$ cat config.mk
export PLATFORM = sky130hd
export DESIGN_NAME = bus_xfer_ctrl
export DESIGN_NICKNAME = d
export VERILOG_FILES = /design/src/rtl/bus_xfer_ctrl.sv
export SDC_FILE = /design/constraint.sdc
export NUM_CORES = 1
export LEC_CHECK = 0
export BUFFER_PORTS_ARGS = -buffer_cell sky130_fd_sc_hd__buf_2
export CAP_MARGIN = 20
export CELL_PAD_IN_SITES_DETAIL_PLACEMENT = 1
export CELL_PAD_IN_SITES_GLOBAL_PLACEMENT = 2
export CORE_MARGIN = 3
export CORE_UTILIZATION = 33
export DETAILED_ROUTE_END_ITERATION = 12
export PLACE_DENSITY_LB_ADDON = 0.1
export SLEW_MARGIN = 20
export SYNTH_ARGS = -nofsm -noshare
export SYNTH_HDL_FRONTEND = slang
export SYNTH_SLANG_ARGS = --single-unit
$ cat constraint.sdc
create_clock -name clock -period 2.3 [get_ports clock]
set_input_delay 0.345 -clock clock [delete_from_list [all_inputs] [get_ports clock]]
set_output_delay 0.345 -clock clock [all_outputs]
set_load 0.02 [all_outputs]
$ cat src/rtl/bus_xfer_ctrl.sv
// Register-bus transfer sequencer. Accepts transfer/clear commands over a
// valid/ready handshake and emits registered, glitch-free bus controls plus
// one-cycle load-enable / clear strobes for the downstream register bank.
module bus_xfer_ctrl #(
  parameter int unsigned NREG = 4,
  parameter int unsigned IDXW = 2,
  parameter int unsigned CNTW = 16
) (
  input  logic            clock,
  input  logic            clear,
  input  logic            req_valid,
  output logic            req_ready,
  input  logic            req_op,
  input  logic [IDXW-1:0] req_src,
  input  logic [IDXW-1:0] req_dst,
  output logic [IDXW-1:0] src_sel,
  output logic            bus_drive,
  output logic [NREG-1:0] load_en,
  output logic [NREG-1:0] reg_clr,
  output logic            done,
  output logic            err,
  output logic            busy,
  output logic [CNTW-1:0] xfer_count
);

  typedef enum logic [2:0] {StIdle, StDrive, StLoad, StClr, StFin} state_e;

  state_e          state_q, state_d;
  logic            cmd_op_q, cmd_op_d;
  logic [IDXW-1:0] cmd_src_q, cmd_src_d;
  logic [IDXW-1:0] cmd_dst_q, cmd_dst_d;
  logic            cmd_err_q, cmd_err_d;

  logic [IDXW-1:0] src_sel_q, src_sel_d;
  logic            bus_drive_q, bus_drive_d;
  logic [NREG-1:0] load_en_q, load_en_d;
  logic [NREG-1:0] reg_clr_q, reg_clr_d;
  logic            done_q, done_d;
  logic            err_q, err_d;
  logic [CNTW-1:0] count_q, count_d;

  logic accept;
  logic dst_bad, src_bad;

  assign accept  = req_valid && (state_q == StIdle);
  assign dst_bad = int'(req_dst) >= int'(NREG);
  assign src_bad = int'(req_src) >= int'(NREG);

  // Next-state sequencing and command latching.
  always_comb begin
    state_d   = state_q;
    cmd_op_d  = cmd_op_q;
    cmd_src_d = cmd_src_q;
    cmd_dst_d = cmd_dst_q;
    cmd_err_d = cmd_err_q;
    unique case (state_q)
      StIdle: begin
        if (accept) begin
          cmd_op_d  = req_op;
          cmd_src_d = req_src;
          cmd_dst_d = req_dst;
          cmd_err_d = dst_bad || (!req_op && src_bad);
          if (dst_bad || (!req_op && src_bad)) begin
            state_d = StFin;
          end else if (req_op) begin
            state_d = StClr;
          end else if (req_src == req_dst) begin
            // Legal no-op: completes successfully without any strobe.
            state_d = StFin;
          end else begin
            state_d = StDrive;
          end
        end
      end
      StDrive: state_d = StLoad;
      StLoad:  state_d = StFin;
      StClr:   state_d = StFin;
      StFin:   state_d = StIdle;
      default: state_d = StIdle;
    endcase
  end

  // Outputs are decoded from the upcoming state so the flops line up with state_q.
  always_comb begin
    src_sel_d   = src_sel_q;
    bus_drive_d = 1'b0;
    load_en_d   = '0;
    reg_clr_d   = '0;
    done_d      = 1'b0;
    err_d       = 1'b0;
    count_d     = count_q;
    if (state_d == StDrive || state_d == StLoad) begin
      src_sel_d   = cmd_src_d;
      bus_drive_d = 1'b1;
    end
    if (state_d == StLoad) load_en_d = NREG'(1) << cmd_dst_d;
    if (state_d == StClr)  reg_clr_d = NREG'(1) << cmd_dst_d;
    if (state_d == StFin) begin
      done_d = 1'b1;
      err_d  = cmd_err_d;
    end
    // Count on the edge leaving FIN; wraps naturally at the counter width.
    if (state_q == StFin && !cmd_err_q) count_d = count_q + CNTW'(1);
  end

  // State, latched command and registered outputs.
  always_ff @(posedge clock or negedge clear) begin
    if (!clear) begin
      state_q     <= StIdle;
      cmd_op_q    <= 1'b0;
      cmd_src_q   <= '0;
      cmd_dst_q   <= '0;
      cmd_err_q   <= 1'b0;
      src_sel_q   <= '0;
      bus_drive_q <= 1'b0;
      load_en_q   <= '0;
      reg_clr_q   <= '0;
      done_q      <= 1'b0;
      err_q       <= 1'b0;
      count_q     <= '0;
    end else begin
      state_q     <= state_d;
      cmd_op_q    <= cmd_op_d;
      cmd_src_q   <= cmd_src_d;
      cmd_dst_q   <= cmd_dst_d;
      cmd_err_q   <= cmd_err_d;
      src_sel_q   <= src_sel_d;
      bus_drive_q <= bus_drive_d;
      load_en_q   <= load_en_d;
      reg_clr_q   <= reg_clr_d;
      done_q      <= done_d;
      err_q       <= err_d;
      count_q     <= count_d;
    end
  end

  assign req_ready  = (state_q == StIdle);
  assign busy       = (state_q != StIdle);
  assign src_sel    = src_sel_q;
  assign bus_drive  = bus_drive_q;
  assign load_en    = load_en_q;
  assign reg_clr    = reg_clr_q;
  assign done       = done_q;
  assign err        = err_q;
  assign xfer_count = count_q;

  // cmd_op is kept for completeness of the latched command; routing is fixed at accept.
  logic unused_op;
  assign unused_op = cmd_op_q;

endmodule

======== Word-level counts from Yosys, hierarchy flattened ========
Index checks and enable logic that the tools add are counted.
word-level totals
  register bits ........................... 37
  input port bits ......................... 8
  word-level logic and storage cells ...... 44
cells by class
  add/subtract/negate cells ............... 1
  equal/unequal tests ..................... 9
  shift-type cells ........................ 1
  muxes and demuxes ....................... 15
  reduce and logical (&&, ||, !) cells .... 7
operators with widths
  kind                                              count
  adder 16 x 1 -> 16 bit (second input constant)    1
  == test 3 x 2 -> 1 bit (second input constant)    4
  two-way mux 3 bit                                 3
  one-hot mux 3 bit (3 select lines)                1
  two-way mux 2 bit                                 4
  two-way mux 4 bit                                 2
  == test 3 x 1 -> 1 bit (second input constant)    2
  == test 3 bit (second input constant)             2
  two-way mux 1 bit                                 5
  left shift 1 x 2 -> 4 bit (first input constant)  1
  logical NOT 3 bit                                 1
  nonzero test 3 bit                                1
  == test 2 bit                                     1
  logical AND 1 bit                                 2
  OR reduction 2 bit                                1
  logical NOT 1 bit                                 1
  logical OR 1 bit                                  1

======== Longest topological paths before layout ========
Gate-level depths: netlist of the first run.
  depth after elaboration ................. 8
  mapped depth ............................ 5
  gate-level depth less buffers ........... 4

======== Worst setup path before layout of the first run ========
OpenSTA, ideal clock, no wires.
  path type ............................... flip-flop to flip-flop
  from .................................... register state_q[1]
  to ...................................... register src_sel_q[0], in the netlist src_sel[0]
  arrival ................................. 1.741 ns
  path slack .............................. 0.433 ns
  stages on the path, launching flop included .. 6
  clock period less this slack ............ 1.867 ns
  path through ............................ dfrtp_1 -> nor3_2 -> and2_4 -> buf_6 -> mux2_4 -> mux2_4
RTL lines
  element                 line  source
  start, declared         28    state_e state_q, state_d;
  start signal, assigned  109   state_q <= StIdle;
  start signal, assigned  122   state_q <= state_d;
  logical NOT 3 bit *     --
  named net req_ready     12    output logic req_ready,
  logical AND 1 bit       45    assign accept = req_valid && (state_q == StIdle);
  two-way mux 2 bit       58    if (accept) begin
  two-way mux 2 bit *     56    unique case (state_q)
  named net cmd_src_d[0]  30    logic [IDXW-1:0] cmd_src_q, cmd_src_d;
  end signal, assigned    127   src_sel_q <= src_sel_d;
  end, declared           34    logic [IDXW-1:0] src_sel_q, src_sel_d;
The timed path passes the listed nets; every way through them passes the cells marked *.
A chain may end at the register's enable or synchronous reset.

======== Worst setup path in the final report of the first run ========
  from .................................... register state_q[1]
  to ...................................... register src_sel_q[1], in the netlist src_sel[1]
RTL lines
  element                 line
  logical NOT 3 bit *     45, 56
  logical AND 1 bit       45
  two-way mux 2 bit       58
  two-way mux 2 bit *     56
  named net cmd_src_d[1]  30
Marks and branches as above.

==> results of run 1 <==
-- synth_stat cells (all sizes together), types with 2 or more instances --
cell type and instances:
xnor2 13, xor2 4, nor2b 2, nand2 9, dfrtp 37, nor2 12, mux2 6, nor3 6
inv 5, nand3 10, buf 2, nand4 5, a21oi 2
-- sequential cells by signal, indices dropped and copies added (netlist names) --
signal      cells
bus_drive       1
cmd_dst_q       2
cmd_err_q       1
cmd_src_q       2
done            1
err             1
load_en         4
reg_clr         4
src_sel         2
state_q         3
xfer_count     16
-- power breakdown --
| part | total, mW | internal, mW | switching [mW] |
|---|---|---|---|
| Combinational | 0.622 | 0.258 | 0.364 |
| Sequential | 0.933 | 0.797 | 0.136 |
| Clock | 0.430 | 0.210 | 0.220 |
-- layer usage --
layer  part of all wire  vias to the layer above
met4              0.016                        0
met2               0.46                       25
met3              0.052                        7
met5                  0                        -
li1                   -                      491
met1               0.47                      506
-- layout make-up --
class	instances	area, um^2
Clock buffer	6	72.6
Tap cell	50	62.6
Multi-Input combinational cell	77	524
Clock inverter	2	10.0
Fill cell	474	2370
Timing Repair Buffer	38	190
Inverter	5	18.8
Sequential cell	37	926
-- kinds of logic (layout without fill, tap and decap cells) --
kind of cell | after synthesis | after routing | share of synthesized area
simple gates | 49 | 49 | 0.178
flops | 37 | 37 | 0.623
xor+xnor | 17 | 17 | 0.100
buf+inv | 7 | 51 | 0.0236
mux | 6 | 6 | 0.0505
compound gates | 4 | 4 | 0.0160
fa+ha+maj | 1 | 1 | 0.00842
-- path summary, 6_finish.rpt --
path                       slack [ps]  cells past startpoint    startpoint             to
max in group asynchronous        1630                      1         clear  xfer_count[2]
setup / recovery                  570                      4    state_q[1]     src_sel[1]
min in group clock                280                      2    req_dst[0]     reg_clr[2]
hold / removal                    160                      1         clear     reg_clr[3]
hold reg to reg                   460                      1  cmd_dst_q[1]     load_en[1]
setup reg to reg                  570                      4    state_q[1]     src_sel[1]
-- through the flow --
step,instances,cell area [um^2]
after CTS,215,1800
after floorplan,121,1490
after global placement,207,1720
final,215,1800
after detailed placement,207,1720
after global routing,215,1800
==> results_tabular.tex, run 1 <==
\begin{tabular}{lr}
\hline
Metric & Value \\
\hline
\multicolumn{2}{l}{\textbf{Outcome}} \\
\quad Status & finished clean \\
\multicolumn{2}{l}{\textbf{Synthesis}} \\
\quad Fraction of post-synthesis cell area in the top cell type by area & 0.623 \\
\quad Number of enable-type register cells in the synthesized netlist & 0 \\
\quad Top cells by area in the synthesized netlist & sky130\_fd\_sc\_hd\_\_dfrtp\_1 (62\%), sky130\_fd\_sc\_hd\_\_xnor2\_1 (7.7\%), sky130\_fd\_sc\_hd\_\_nand3\_1 (3.4\%) \\
\quad Netlist area before placement & roughly 0.0015 mm\^{}2 \\
\quad Cell taking the most area after synthesis & sky130\_fd\_sc\_hd\_\_dfrtp\_1 \\
\quad Yosys reg bits & 37 \\
\quad Nets in the synthesized netlist & 130 \\
\quad Count of yosys warnings during synthesis & 0 \\
\quad Share of the yosys chip area belonging to registers & 0.623 \\
\quad Main synth FF type & sky130\_fd\_sc\_hd\_\_dfrtp\_1 \\
\quad Share of flip-flops with an asynchronous set or reset & 1.00 \\
\quad Post-synthesis cell count & 121 \\
\quad Mean instance size in the synthesized netlist & between 10 and 15 um\^{}2 \\
\quad Distinct cell type count of the synthesized netlist & 24 \\
\multicolumn{2}{l}{\textbf{Global routing}} \\
\quad Largest net degree at the start of global routing & 38 \\
\quad Number of global-route vias before repair & 1099 \\
\quad GR Util met1 & 0.177 \\
\quad Global-route met2 utilization & 0.202 \\
\quad Overflow left after global routing & 0 \\
\quad GRT Util Overall & 0.133 \\
\quad First-pass GRT wire length & about 5.4 mm \\
\quad Busiest grt layer & met2 \\
\quad Number of antenna violations at the first check in global routing & 0 \\
\quad Global routing met3 resource utilization & 0.0317 \\
\multicolumn{2}{l}{\textbf{Power}} \\
\quad Worst voltage drop across the vdd grid & $\sim$0.00047 V \\
\quad Power density of the placed cells & 1100 mW/mm\^{}2 \\
\quad Total power & slightly below 2 mW \\
\quad P\_leak & 0.925 nW \\
\multicolumn{2}{l}{\textbf{Route}} \\
\quad Post-detailed-route via-to-cell ratio & 4.79 \\
\quad Number of nets with antenna violations after detailed routing & 0 \\
\quad DRC violations left & 0 \\
\quad Total number of vias & between 1k and 1.5k \\
\quad Post-Route WL & slightly above 3 mm \\
\quad Drt first-iter violations & between 40 and 50 \\
\quad Wirelength per Cell & $\sim$14 um \\
\quad First-pass iteration count of the detailed router & 2 \\
\multicolumn{2}{l}{\textbf{Setup path}} \\
\quad Master of the slowest instance on the critical path & sky130\_fd\_sc\_hd\_\_dfrtp\_1 \\
\quad CP peak stage delay & approximately 460 ps \\
\quad Cell breakdown of the critical path & nor3\_2 > and2\_4 > mux2\_2 > mux2\_2 \\
\quad Bufs and invs on worst path & 0 \\
\quad Type of the setup path with the least slack & reg -> reg \\
\quad Required time at the endpoint of the critical path & approximately 2500 ps \\
\quad Crit path top cell by count & sky130\_fd\_sc\_hd\_\_mux2\_2 \\
\quad Type of destination of the critical path & flip-flop \\
\quad Critical path's top delay family & multiplexers \\
\quad Data arrival time of the critical path & $\sim$1900 ps \\
\quad Largest driver fanout on the critical path & 11 \\
\quad Critical Path Source Type & flip-flop \\
\multicolumn{2}{l}{\textbf{Clock network}} \\
\quad Clock transition at the registers of the reported paths & approximately 70 ps \\
\quad Clock network latency to the later pin of the worst-skew pair & between 200 and 300 ps \\
\quad Number of hold-repair buffers added at the cts stage & 0 \\
\quad Maximum root-to-sink buffer count & 2 \\
\quad Buffer type at the clock tree root & sky130\_fd\_sc\_hd\_\_clkbuf\_8 \\
\quad Count of cells resized by post-cts repair & 0 \\
\quad Clk sink count & 37 \\
\quad Number of setup buffers added after CTS & 0 \\
\quad CTS buffer count & 5 \\
\quad H-tree lvl count & 2 \\
\quad Clock tree from TritonCTS & done \\
\multicolumn{2}{l}{\textbf{Timing}} \\
\quad Setup-violating endpoint count in the final report & 0 \\
\quad Crit path setup slack, layout & between 500 and 600 ps \\
\quad Post-Route Skew & between 4 and 5 ps \\
\quad Min Tclk post-route & between 1500 and 2000 ps \\
\quad Setup TNS after final layout & 0 ps \\
\quad Worst slew margin relative to its limit & 0.449 \\
\quad Final-layout worst hold slack & $\sim$160 ps \\
\quad Fmax & roughly 580 MHz \\
\quad Final hold viol count & 0 \\
\quad Final Slew Violations & 0 \\
\quad Least-Margin Pin Slew & between 800 and 900 ps \\
\quad Ratio of final minimum period to clock period & 0.754 \\
\quad RSZ-0062 raised after global routing & no \\
\multicolumn{2}{l}{\textbf{Die}} \\
\quad Width of the die & 73.1 um \\
\quad Number of placement rows & 23 \\
\quad Core Region & between 0.004 and 0.005 mm\^{}2 \\
\quad Starting Density & 0.356 \\
\quad Die extent in y & around 73 um \\
\quad Die outline area & between 0.005 and 0.006 mm\^{}2 \\
\quad I/O pin cnt & 39 \\
\multicolumn{2}{l}{\textbf{Final layout}} \\
\quad Leading cell types in the layout, fill and taps excluded & sky130\_fd\_sc\_hd\_\_buf\_2 (38), sky130\_fd\_sc\_hd\_\_dfrtp\_1 (37), sky130\_fd\_sc\_hd\_\_xnor2\_1 (13) \\
\quad Fraction of final layout cells with drive strength greater than 1 & 0.327 \\
\quad Inserted Diodes & 0 \\
\quad Area growth, synth to finish & 21.5\% \\
\quad Leading cell type in the layout, fill and taps excluded & sky130\_fd\_sc\_hd\_\_buf\_2 \\
\quad Final \#Nets & about 170 \\
\quad Final Core Density & 0.432 \\
\multicolumn{2}{l}{\textbf{Run}} \\
\quad Max-cap violations & 0 \\
\multicolumn{2}{l}{\textbf{Placement}} \\
\quad Pre-CTS setup slack & 572 ps \\
\quad Detailed placer's ending HPWL & approximately 2.3 mm \\
\quad Routability congestion estimate & around 0.76 \\
\quad IO buf count & 38 \\
\multicolumn{2}{l}{\textbf{Worst hold path}} \\
\quad Path type of the worst min-delay path & in -> async \\
\hline
\end{tabular}
(Power assumes the default switching activity.)
==> inputs of run 2 (changes only) <==
- clock period: 2.3 -> 1.7 ns (I/O delays scaled with it)
==> results_tabular.tex, run 2 (same netlist as run 1, synthesis figures left out) <==
\begin{tabular}{lr}
\hline
Metric & Value \\
\hline
\multicolumn{2}{l}{\textbf{Route}} \\
\quad Post-detailed-route via-to-cell ratio & 4.67 (-2.5\%) \\
\quad Drt first-iter violations & 44 (-2.2\%) \\
\quad Wirelength per Cell & 14.4 um (-0.45\%) \\
\quad Total number of vias & 1027 (-0.19\%) \\
\quad First-pass iteration count of the detailed router & 3 (+1) \\
\quad Number of nets with antenna violations after detailed routing & 0 (unchanged) \\
\quad DRC violations left & 0 (unchanged) \\
\quad Post-Route WL & 3.16 mm (+1.9\%) \\
\multicolumn{2}{l}{\textbf{Timing}} \\
\quad Final hold viol count & 0 (unchanged) \\
\quad Least-Margin Pin Slew & 467 ps (-360 ps) \\
\quad Min Tclk post-route & 1620 ps (-112 ps) \\
\quad Fmax & 616 MHz (+6.9\%) \\
\quad Setup-violating endpoint count in the final report & 0 (unchanged) \\
\quad Crit path setup slack, layout & 77.3 ps (-488 ps) \\
\quad Final-layout worst hold slack & 13.0 ps (-145 ps) \\
\quad Final Slew Violations & 0 (unchanged) \\
\quad Worst slew margin relative to its limit & 0.689 (+0.240) \\
\quad Post-Route Skew & 3.75 ps (-1.13 ps) \\
\quad RSZ-0062 raised after global routing & no \\
\quad Setup TNS after final layout & 0 ps (unchanged) \\
\quad Ratio of final minimum period to clock period & 0.955 (+0.200) \\
\multicolumn{2}{l}{\textbf{Clock network}} \\
\quad Clock network latency to the later pin of the worst-skew pair & 280 ps (about the same) \\
\quad Clk sink count & 37 (unchanged) \\
\quad Buffer type at the clock tree root & sky130\_fd\_sc\_hd\_\_clkbuf\_8 \\
\quad Maximum root-to-sink buffer count & 2 (unchanged) \\
\quad CTS buffer count & 5 (unchanged) \\
\quad Number of hold-repair buffers added at the cts stage & 0 (unchanged) \\
\quad Clock tree from TritonCTS & done \\
\quad Clock transition at the registers of the reported paths & 60 ps (about the same) \\
\quad H-tree lvl count & 2 (unchanged) \\
\multicolumn{2}{l}{\textbf{Final layout}} \\
\quad Inserted Diodes & 0 (unchanged) \\
\quad Fraction of final layout cells with drive strength greater than 1 & 0.359 (+0.0316) \\
\quad Final Core Density & 0.443 (+0.0111) \\
\quad Layout Cells excl Fill & 220 (+2.3\%) \\
\quad Max reg flops & 16 (unchanged) \\
\quad Leading cell type in the layout, fill and taps excluded & sky130\_fd\_sc\_hd\_\_buf\_2 \\
\quad Final \#Nets & 178 (+2.9\%) \\
\quad Leading cell types in the layout, fill and taps excluded & sky130\_fd\_sc\_hd\_\_buf\_2 (38), sky130\_fd\_sc\_hd\_\_dfrtp\_1 (35), sky130\_fd\_sc\_hd\_\_xnor2\_1 (13) \\
\quad Combined area of the multi-input logic cells & 533 um\^{}2 (+1.7\%) \\
\quad Sequential cell area in the final layout & 928 um\^{}2 (+0.27\%) \\
\quad FILL cells & 471 (-0.63\%) \\
\quad Area growth, synth to finish & 24.6\% \\
\quad Final instance area & 0.00185 mm\^{}2 (+2.6\%) \\
\multicolumn{2}{l}{\textbf{Placement}} \\
\quad Pre-CTS setup slack & 69.6 ps (-502 ps) \\
\quad Detailed placer's ending HPWL & 2.34 mm (+1.2\%) \\
\quad Routability congestion estimate & 0.700 (-7.2\%) \\
\quad Total placed instance area & 0.00175 mm\^{}2 (+1.8\%) \\
\quad IO buf count & 38 (unchanged) \\
\quad Cells after DPL & 210 (+1.4\%) \\
\multicolumn{2}{l}{\textbf{Die}} \\
\quad Core Region & 0.00417 mm\^{}2 (unchanged) \\
\quad Number of placement rows & 23 (unchanged) \\
\quad Width of the die & 73.1 um (unchanged) \\
\quad Die outline area & 0.00534 mm\^{}2 (unchanged) \\
\quad Starting Density & 0.356 (unchanged) \\
\quad I/O pin cnt & 39 (unchanged) \\
\quad Die extent in y & 73.1 um (unchanged) \\
\multicolumn{2}{l}{\textbf{Outcome}} \\
\quad Status & finished clean \\
\multicolumn{2}{l}{\textbf{Setup path}} \\
\quad Data arrival time of the critical path & 1790 ps (-120 ps) \\
\quad Largest driver fanout on the critical path & 6 (-5) \\
\quad Type of destination of the critical path & flip-flop \\
\quad Crit path top cell by count & sky130\_fd\_sc\_hd\_\_mux2\_2 \\
\quad Required time at the endpoint of the critical path & 1870 ps (-600 ps) \\
\quad Bufs and invs on worst path & 0 (unchanged) \\
\quad Type of the setup path with the least slack & reg -> reg \\
\quad Critical path's top delay family & multiplexers \\
\quad Cell breakdown of the critical path & nor3\_4 > and2\_4 > mux2\_2 > mux2\_2 \\
\quad Critical Path Source Type & flip-flop \\
\quad CP peak stage delay & 460 ps (about the same) \\
\quad Master of the slowest instance on the critical path & sky130\_fd\_sc\_hd\_\_dfrtp\_2 \\
\multicolumn{2}{l}{\textbf{Power}} \\
\quad P\_leak & 0.943 nW (+1.9\%) \\
\quad Power density of the placed cells & 1500 mW/mm\^{}2 (+36\%) \\
\quad Total power & 2.77 mW (+40\%) \\
\quad Worst voltage drop across the vdd grid & 0.000783 V (+66\%) \\
\multicolumn{2}{l}{\textbf{Global routing}} \\
\quad GRT Util Overall & 0.139 (+0.00614) \\
\quad Number of antenna violations at the first check in global routing & 0 (unchanged) \\
\quad Largest net degree at the start of global routing & 38 (unchanged) \\
\quad First-pass GRT wire length & 5.48 mm (+2.2\%) \\
\quad Overflow left after global routing & 0 (unchanged) \\
\quad Number of global-route vias before repair & 1114 (+1.4\%) \\
\multicolumn{2}{l}{\textbf{Run}} \\
\quad Max-cap violations & 0 (unchanged) \\
\multicolumn{2}{l}{\textbf{Worst hold path}} \\
\quad Path type of the worst min-delay path & in -> async \\
\hline
\end{tabular}
## run 2: final cells by class
type                       instances  share of cell area
sequential                        37               0.502
inverter                           5              0.0101
clock buffer                       8              0.0433
multi-input combinational         77               0.288
tap                               50              0.0338
timing repair buffer              43               0.123
## run 2: repair_timing
action | CTS | global route
setup buffers | 0 | 2
gates resized for setup | 0 | 2
endpoints found under the setup margin | 0 | 6
## run 2: power by group
| part | internal [mW] | leakage, nW | switching (mW) |
|---|---|---|---|
| logic | 0.418 | 0.415 | 0.507 |
| registers | 1.08 | 0.488 | 0.193 |
| clock network | 0.291 | 0.0395 | 0.282 |
## run 2: worst paths after layout
kind	startpoint	endpoint	slack (ps)	depth (start not counted)
hold reg to reg	cmd_dst_q[1]	load_en[1]	460	1
setup reg to reg	state_q[0]	src_sel[1]	80	4
min in group clock	req_dst[0]	reg_clr[2]	190	2
setup / recovery	state_q[0]	src_sel[1]	80	4
max in group asynchronous	clear	state_q[2]	1340	2
hold / removal	clear	reg_clr[0]	10	2
## run 2: metal layers
layer	track usage	wire, um
met5	0	0
met1	0.176	1410
met4	0.0492	19
met2	0.217	1540
met3	0.0496	195
## run 2: worst register-to-register path: cells and delay by family, from the launching register on
kind	cells	cell delay (ps)
DFF	1	460
muxes	2	610
and+or+nand+nor	2	440
